--- config.mk ---
export PLATFORM = sky130hd
export DESIGN_NAME = pmem_requester_flat
export DESIGN_NICKNAME = d
export VERILOG_FILES = /design/src/rtl/pmem_requester_if.sv /design/src/rtl/pmem_requester.sv /design/src/flat_wrapper.sv
export SDC_FILE = /design/constraint.sdc
export NUM_CORES = 1
export LEC_CHECK = 0
export CORE_AREA = 2 2 434 436
export DETAILED_ROUTE_END_ITERATION = 7
export DIE_AREA = 0 0 436 438
export GPL_TIMING_DRIVEN = 1
export REMOVE_ABC_BUFFERS = 1
export SYNTH_ARGS = -nofsm -noshare
export SYNTH_HDL_FRONTEND = slang
export SYNTH_SLANG_ARGS = --single-unit
--- constraint.sdc ---
create_clock -name clk -period 4.5 [get_ports clk]
set_input_delay 0.45 -clock clk [delete_from_list [all_inputs] [get_ports clk]]
set_output_delay 0.45 -clock clk [all_outputs]
set_load 0.02 [all_outputs]
--- src/rtl/pmem_requester_if.sv ---
// Bundles the upstream request bus and the 256-bit line memory port of pmem_requester.
// master: the requester's view (drives memory strobes); slave: the cache/arbiter plus memory side.
interface pmem_requester_if;
    logic         up_read;
    logic         up_write;
    logic [31:0]  up_address;
    logic [255:0] up_wdata;
    logic         up_busy;
    logic         up_resp;
    logic         up_error;
    logic [255:0] up_rdata;

    logic         pmem_read;
    logic         pmem_write;
    logic [31:0]  pmem_address;
    logic [255:0] pmem_wdata;
    logic         pmem_resp;
    logic         pmem_error;
    logic [255:0] pmem_rdata;

    modport master (
        input  up_read, up_write, up_address, up_wdata,
        input  pmem_resp, pmem_error, pmem_rdata,
        output up_busy, up_resp, up_error, up_rdata,
        output pmem_read, pmem_write, pmem_address, pmem_wdata
    );

    modport slave (
        output up_read, up_write, up_address, up_wdata,
        output pmem_resp, pmem_error, pmem_rdata,
        input  up_busy, up_resp, up_error, up_rdata,
        input  pmem_read, pmem_write, pmem_address, pmem_wdata
    );
endinterface

--- src/rtl/pmem_requester.sv ---
// One-at-a-time line request sequencer holding memory strobes stable for a whole transaction.
// Optional watchdog: define PMEM_REQUESTER_TIMEOUT_EN to abort REQ after TIMEOUT_CYCLES cycles.
module pmem_requester #(
    parameter int TIMEOUT_CYCLES = 1024
) (
    input  logic              clk,
    input  logic              rst_n,
    pmem_requester_if.master  bus
);

    typedef enum logic [1:0] {
        S_IDLE,
        S_REQ,
        S_DONE
    } state_t;

    state_t r_state;
    state_t w_state_nxt;

    logic         r_up_busy,    w_up_busy_nxt;
    logic         r_up_resp,    w_up_resp_nxt;
    logic         r_up_error,   w_up_error_nxt;
    logic [255:0] r_up_rdata,   w_up_rdata_nxt;
    logic         r_pmem_read,  w_pmem_read_nxt;
    logic         r_pmem_write, w_pmem_write_nxt;
    logic [31:0]  r_pmem_addr,  w_pmem_addr_nxt;
    logic [255:0] r_pmem_wdata, w_pmem_wdata_nxt;
    logic         r_err_sticky, w_err_sticky_nxt;

    logic w_accept;
    logic w_timeout;
    logic w_unused_addr_lsb;

    assign w_accept          = (r_state == S_IDLE) && (bus.up_read || bus.up_write);
    assign w_unused_addr_lsb = ^bus.up_address[4:0];

`ifdef PMEM_REQUESTER_TIMEOUT_EN
    localparam int CNT_W = $clog2(TIMEOUT_CYCLES + 1);

    logic [CNT_W-1:0] r_cnt;

    // Counts REQ cycles without a response; the last one before the limit triggers the abort.
    always_ff @(posedge clk or negedge rst_n) begin
        if (!rst_n) begin
            r_cnt <= '0;
        end else if (w_accept) begin
            r_cnt <= '0;
        end else if (r_state == S_REQ && !bus.pmem_resp) begin
            r_cnt <= r_cnt + 1'b1;
        end
    end

    assign w_timeout = (r_state == S_REQ) && !bus.pmem_resp &&
                       (r_cnt == CNT_W'(TIMEOUT_CYCLES - 1));
`else
    logic w_unused_timeout_cfg;

    assign w_unused_timeout_cfg = (TIMEOUT_CYCLES != 0);
    assign w_timeout            = 1'b0;
`endif

    // NOTE: sequential state uses non-blocking assignments so every flop samples pre-edge values.
    always_ff @(posedge clk or negedge rst_n) begin
        if (!rst_n) begin
            r_state <= S_IDLE;
        end else begin
            r_state <= w_state_nxt;
        end
    end

    // NOTE: every combinational output gets a default first, so no path can infer a latch.
    always_comb begin
        w_state_nxt = r_state;
        case (r_state)
            S_IDLE: if (w_accept) w_state_nxt = S_REQ;
            S_REQ:  if (bus.pmem_resp || w_timeout) w_state_nxt = S_DONE;
            S_DONE: w_state_nxt = S_IDLE;
            default: w_state_nxt = S_IDLE;
        endcase
    end

    always_comb begin
        w_up_busy_nxt    = r_up_busy;
        w_up_resp_nxt    = 1'b0;
        w_up_error_nxt   = r_up_error;
        w_up_rdata_nxt   = r_up_rdata;
        w_pmem_read_nxt  = r_pmem_read;
        w_pmem_write_nxt = r_pmem_write;
        w_pmem_addr_nxt  = r_pmem_addr;
        w_pmem_wdata_nxt = r_pmem_wdata;
        w_err_sticky_nxt = r_err_sticky;
        case (r_state)
            S_IDLE: begin
                if (w_accept) begin
                    w_up_busy_nxt    = 1'b1;
                    w_pmem_write_nxt = bus.up_write;
                    w_pmem_read_nxt  = !bus.up_write;
                    w_pmem_addr_nxt  = {bus.up_address[31:5], 5'b0};
                    w_err_sticky_nxt = 1'b0;
                    if (bus.up_write) w_pmem_wdata_nxt = bus.up_wdata;
                end
            end
            S_REQ: begin
                if (bus.pmem_error) w_err_sticky_nxt = 1'b1;
                if (bus.pmem_resp) begin
                    w_up_rdata_nxt   = bus.pmem_rdata;
                    w_up_error_nxt   = r_err_sticky | bus.pmem_error;
                    w_up_resp_nxt    = 1'b1;
                    w_pmem_read_nxt  = 1'b0;
                    w_pmem_write_nxt = 1'b0;
                end else if (w_timeout) begin
                    w_up_error_nxt   = 1'b1;
                    w_up_resp_nxt    = 1'b1;
                    w_pmem_read_nxt  = 1'b0;
                    w_pmem_write_nxt = 1'b0;
                end
            end
            S_DONE: begin
                w_up_busy_nxt = 1'b0;
            end
            default: begin
                w_up_busy_nxt = 1'b0;
            end
        endcase
    end

    // NOTE: the wide line registers are reset too, since they are visible outputs that must read 0.
    always_ff @(posedge clk or negedge rst_n) begin
        if (!rst_n) begin
            r_up_busy    <= 1'b0;
            r_up_resp    <= 1'b0;
            r_up_error   <= 1'b0;
            r_up_rdata   <= '0;
            r_pmem_read  <= 1'b0;
            r_pmem_write <= 1'b0;
            r_pmem_addr  <= '0;
            r_pmem_wdata <= '0;
            r_err_sticky <= 1'b0;
        end else begin
            r_up_busy    <= w_up_busy_nxt;
            r_up_resp    <= w_up_resp_nxt;
            r_up_error   <= w_up_error_nxt;
            r_up_rdata   <= w_up_rdata_nxt;
            r_pmem_read  <= w_pmem_read_nxt;
            r_pmem_write <= w_pmem_write_nxt;
            r_pmem_addr  <= w_pmem_addr_nxt;
            r_pmem_wdata <= w_pmem_wdata_nxt;
            r_err_sticky <= w_err_sticky_nxt;
        end
    end

    assign bus.up_busy      = r_up_busy;
    assign bus.up_resp      = r_up_resp;
    assign bus.up_error     = r_up_error;
    assign bus.up_rdata     = r_up_rdata;
    assign bus.pmem_read    = r_pmem_read;
    assign bus.pmem_write   = r_pmem_write;
    assign bus.pmem_address = r_pmem_addr;
    assign bus.pmem_wdata   = r_pmem_wdata;

endmodule

--- src/flat_wrapper.sv ---
// flat-port wrapper written by rule: the top's interface ports become plain ports
module pmem_requester_flat 
#(
    parameter int TIMEOUT_CYCLES = 1024
)
  (clk, rst_n, bus_up_read, bus_up_write, bus_up_address, bus_up_wdata, bus_pmem_resp, bus_pmem_error, bus_pmem_rdata, bus_up_busy, bus_up_resp, bus_up_error, bus_up_rdata, bus_pmem_read, bus_pmem_write, bus_pmem_address, bus_pmem_wdata);
  pmem_requester_if bus_i ();
  input  logic clk;
  input  logic rst_n;
  input wire logic [$bits(bus_i.up_read)-1:0] bus_up_read;
  input wire logic [$bits(bus_i.up_write)-1:0] bus_up_write;
  input wire logic [$bits(bus_i.up_address)-1:0] bus_up_address;
  input wire logic [$bits(bus_i.up_wdata)-1:0] bus_up_wdata;
  input wire logic [$bits(bus_i.pmem_resp)-1:0] bus_pmem_resp;
  input wire logic [$bits(bus_i.pmem_error)-1:0] bus_pmem_error;
  input wire logic [$bits(bus_i.pmem_rdata)-1:0] bus_pmem_rdata;
  output wire logic [$bits(bus_i.up_busy)-1:0] bus_up_busy;
  output wire logic [$bits(bus_i.up_resp)-1:0] bus_up_resp;
  output wire logic [$bits(bus_i.up_error)-1:0] bus_up_error;
  output wire logic [$bits(bus_i.up_rdata)-1:0] bus_up_rdata;
  output wire logic [$bits(bus_i.pmem_read)-1:0] bus_pmem_read;
  output wire logic [$bits(bus_i.pmem_write)-1:0] bus_pmem_write;
  output wire logic [$bits(bus_i.pmem_address)-1:0] bus_pmem_address;
  output wire logic [$bits(bus_i.pmem_wdata)-1:0] bus_pmem_wdata;
  assign bus_i.up_read = bus_up_read;
  assign bus_i.up_write = bus_up_write;
  assign bus_i.up_address = bus_up_address;
  assign bus_i.up_wdata = bus_up_wdata;
  assign bus_i.pmem_resp = bus_pmem_resp;
  assign bus_i.pmem_error = bus_pmem_error;
  assign bus_i.pmem_rdata = bus_pmem_rdata;
  assign bus_up_busy = bus_i.up_busy;
  assign bus_up_resp = bus_i.up_resp;
  assign bus_up_error = bus_i.up_error;
  assign bus_up_rdata = bus_i.up_rdata;
  assign bus_pmem_read = bus_i.pmem_read;
  assign bus_pmem_write = bus_i.pmem_write;
  assign bus_pmem_address = bus_i.pmem_address;
  assign bus_pmem_wdata = bus_i.pmem_wdata;
  pmem_requester #(.TIMEOUT_CYCLES(TIMEOUT_CYCLES)) u_core (.clk(clk), .rst_n(rst_n), .bus(bus_i));
endmodule
==> results.py <==
metrics = {
    "cts": {
        "ctsResizeCount": 0,
        "clock_path_buffers": 3,
        "ctsRootBufferMaster": "clkbuf_16",
        "cts_tree": "yes",
        "clkLatencyLatePin_ps": 680,
        "cts.sinks": 547,
        "htree_levels": 3,
        "clk_pin_slew_ps": 60,
        "numCtsBuffers": 72,
    },
    "sta": {
        "fin_setup_tns_ps": 0,
        "fin_skew_ps": 28.78,
        "drv_slew": 0,
        "hold_violations": 0,
        "rsz0062_at_grt": "no",
        "slew_headroom": 0.3448,
        "setup_viol": 0,
        "fin_crit_ps": 2514,
        "worstMarginPinSlew_ps": 982.8,
        "fmax_mhz": 397.8,
        "period_share": 0.5586,
        "fin_ws_ps": 1986,
    },
    "yosys": {
        "synth_edf_count": 0,
        "muxShareOfSynthArea": 0.3232,
        "synthXorXnorAreaFrac": 0,
        "synth_common_cells": "dfrtp_1, mux2_2, mux2_4",
        "synthesis.area_um2": 21560,
        "synth_top_family_by_area": "multiplexers",
        "ys_seq_area_frac": 0.6348,
        "postSynthCellCount": 1178,
        "synth_fa_ha_area_frac": 0,
        "yosysMostFrequentCell": "dfrtp_1",
        "yosysTopAreaCell": "dfrtp_1",
        "synth_top_area_share": 0.6348,
        "synth_compound_area_frac": 0.003829,
        "synth-simple-area-share": 0.001915,
        "yosys_warnings": 0,
        "synth_seq_cells": 547,
        "async_flop_share": 1.000,
        "synth_ff_type": "dfrtp_1",
        "syn_area_per_cell_um2": 18.31,
        "ys_types": 25,
        "synth_area_leaders": "dfrtp_1, mux2_4, mux2_2",
    },
    "critical_path": {
        "required_ps": 5040,
        "cp.arrival_ps": 3060,
        "path_class": "reg -> reg",
        "crit_path_max_fanout": 35,
        "r2r-start": "u_core.r_state[0]$_DFFE_PN0P_",
        "start_kind": "register",
        "critPathLaunch": "u_core.r_state[0]$_DFFE_PN0P_",
        "end_kind": "register",
    },
    "power_and_ir_drop": {
        "cellPowerDensity_nw_per_um2": 764.7,
        "power_leakage_uw": 0.01507,
        "irDropWorstVdd_mv": 0.3150,
        "power_uw": 28780,
    },
    "finish": {
        "area_growth_pct": 74.54,
        "fin_nets": 2852,
        "fin_util": 0.2017,
        "drive_above_1_share": 0.2883,
    },
    "die": {
        "placementRows": 159,
        "coreArea_um2": 186600,
        "start_util": 0.1156,
        "io_pins": 1099,
        "fp.dieArea_um2": 191000,
        "die-width_um": 436,
        "die_h_um": 438,
    },
    "detailed_routing": {
        "wl_met1_mm": 43.87,
        "dr.first_iter.drc_count": 570,
        "dr.pass1.iters": 4,
        "drtAntennaViolNets": 0,
        "remaining_drc_errors": 0,
        "wl_per_cell_um": 23.06,
        "wl_met2_mm": 53.88,
        "topRoutingLayerUsed": "met5",
        "routed_wl_mm": 112.2,
        "met3_length_mm": 11.10,
        "vias_per_cell": 3.052,
        "vias": 14854,
    },
    "worst_hold_path": {
        "hold_path.class": "in -> async",
    },
    "grt": {
        "grt_util_all_layers": 0.1143,
        "grt_max_degree": 131,
        "antenna_found_initial": 71,
        "grt_pass1_wl_mm": 147.3,
        "grt_pass1_vias": 15700,
        "grt-ovfl-total": 0,
    },
    "placed_design": {
        "gp_congestion": 0.8912,
        "portBuffers": 1088,
        "dp_hpwl_mm": 92.83,
        "dp_slack_ps": 1497,
    },
    "flow_run": {
        "drv_cap": 0,
    },
    "run_status": {
        "status": "finished clean",
    },
}
flip-flops by register name, indices dropped and copies added, names as in the netlist:
register,flops
u_core.bus.pmem_wdata,256
u_core.bus.up_rdata,256
u_core.bus.pmem_address,27
u_core.r_state,2
u_core.bus.pmem_read,1
u_core.bus.pmem_write,1
u_core.bus.up_busy,1
u_core.bus.up_error,1
u_core.bus.up_resp,1
u_core.r_err_sticky,1
worst paths after layout:
check / end / slack, ps / cells past startpoint
worst min-delay path: u_core.bus.pmem_wdata[9]$_DFFE_PN0P_ / 320 / 2
worst min register to register: u_core.bus.up_rdata[163]$_DFFE_PN0P_ / 500 / 1
max in group asynchronous: u_core.bus.up_rdata[103]$_DFFE_PN0P_ / 2940 / 3
worst max-delay path: u_core.bus.pmem_wdata[151]$_DFFE_PN0P_ / 1990 / 4
worst max register to register: u_core.bus.pmem_wdata[151]$_DFFE_PN0P_ / 1990 / 4
min in group clk: u_core.bus.up_rdata[92]$_DFFE_PN0P_ / 360 / 2
kinds of logic (layout without fill, tap and decap cells):
kind of cell / Yosys count / in the layout
AND/OR/NAND/NOR: 8 / 8
multiplexers: 539 / 539
flip-flops: 547 / 547
AO/OA/AOI/OAI: 11 / 11
buffers and inverters: 72 / 1245
other: 1 / 22
layout by cell type (no fill, tap or decap), types with 5 or more instances in the layout:
master              n
clkdlybuf4s50_1  1087
dfrtp_1           547
mux2_2            299
mux2_4            240
clkbuf_16          72
diode_2            17
clkbuf_1           14
buf_4              12
clkbuf_8           11
buf_12             11
clkinv_2            8
inv_1               6
conb_1              5
clkinv_16           5
clkinvlp_4          5
per-stage QoR:
step	hold WS, ps	cells	cell area [um2]
3_5_place_dp	487.3	4722	35150
4_1_cts	252.2	4850	37600
6_report	321.3	4867	37640
3_3_place_gp	484.7	4722	35150
2_1_floorplan	154.4	1116	20820
5_1_grt	292.0	4853	37600
what timing repair did:
action                    CTS  global route
setup buffers               0             0
hold buffers                1             0
hold endpoints to repair   57             0
critical path: stages, from the launching register on:
cell and delay (ps):
dfrtp_1 480, nor2_2 170, and2_4 800, buf_4 510, mux2_4 340
metal layers:
| metal | vias up | GRT usage |
|---|---|---|
| met5 | - | 0 |
| met4 | 34 | 0.03667 |
| met3 | 179 | 0.04929 |
| met2 | 651 | 0.1885 |
| met1 | 7563 | 0.1328 |
| li1 | 6427 | - |
layout make-up:
| type | count | area, um2 |
|---|---|---|
| diodes | 17 | 42.54 |
| clock buffers | 97 | 2006 |
| clock inverters | 30 | 429.2 |
| fillers | 20165 | 149000 |
| inverters | 6 | 22.52 |
| multi-input cells | 563 | 7113 |
| flip-flops and latches | 547 | 13690 |
| well taps | 2495 | 3122 |
| repair buffers | 1112 | 11220 |
power breakdown:
group	internal, uW	switching, uW	total, uW
Sequential	7380	1550	8930
Clock	3420	2540	5960
Combinational	7150	6750	13900
Total	18000	10800	28800
No activity file was read; power rests on OpenSTA's default activity.
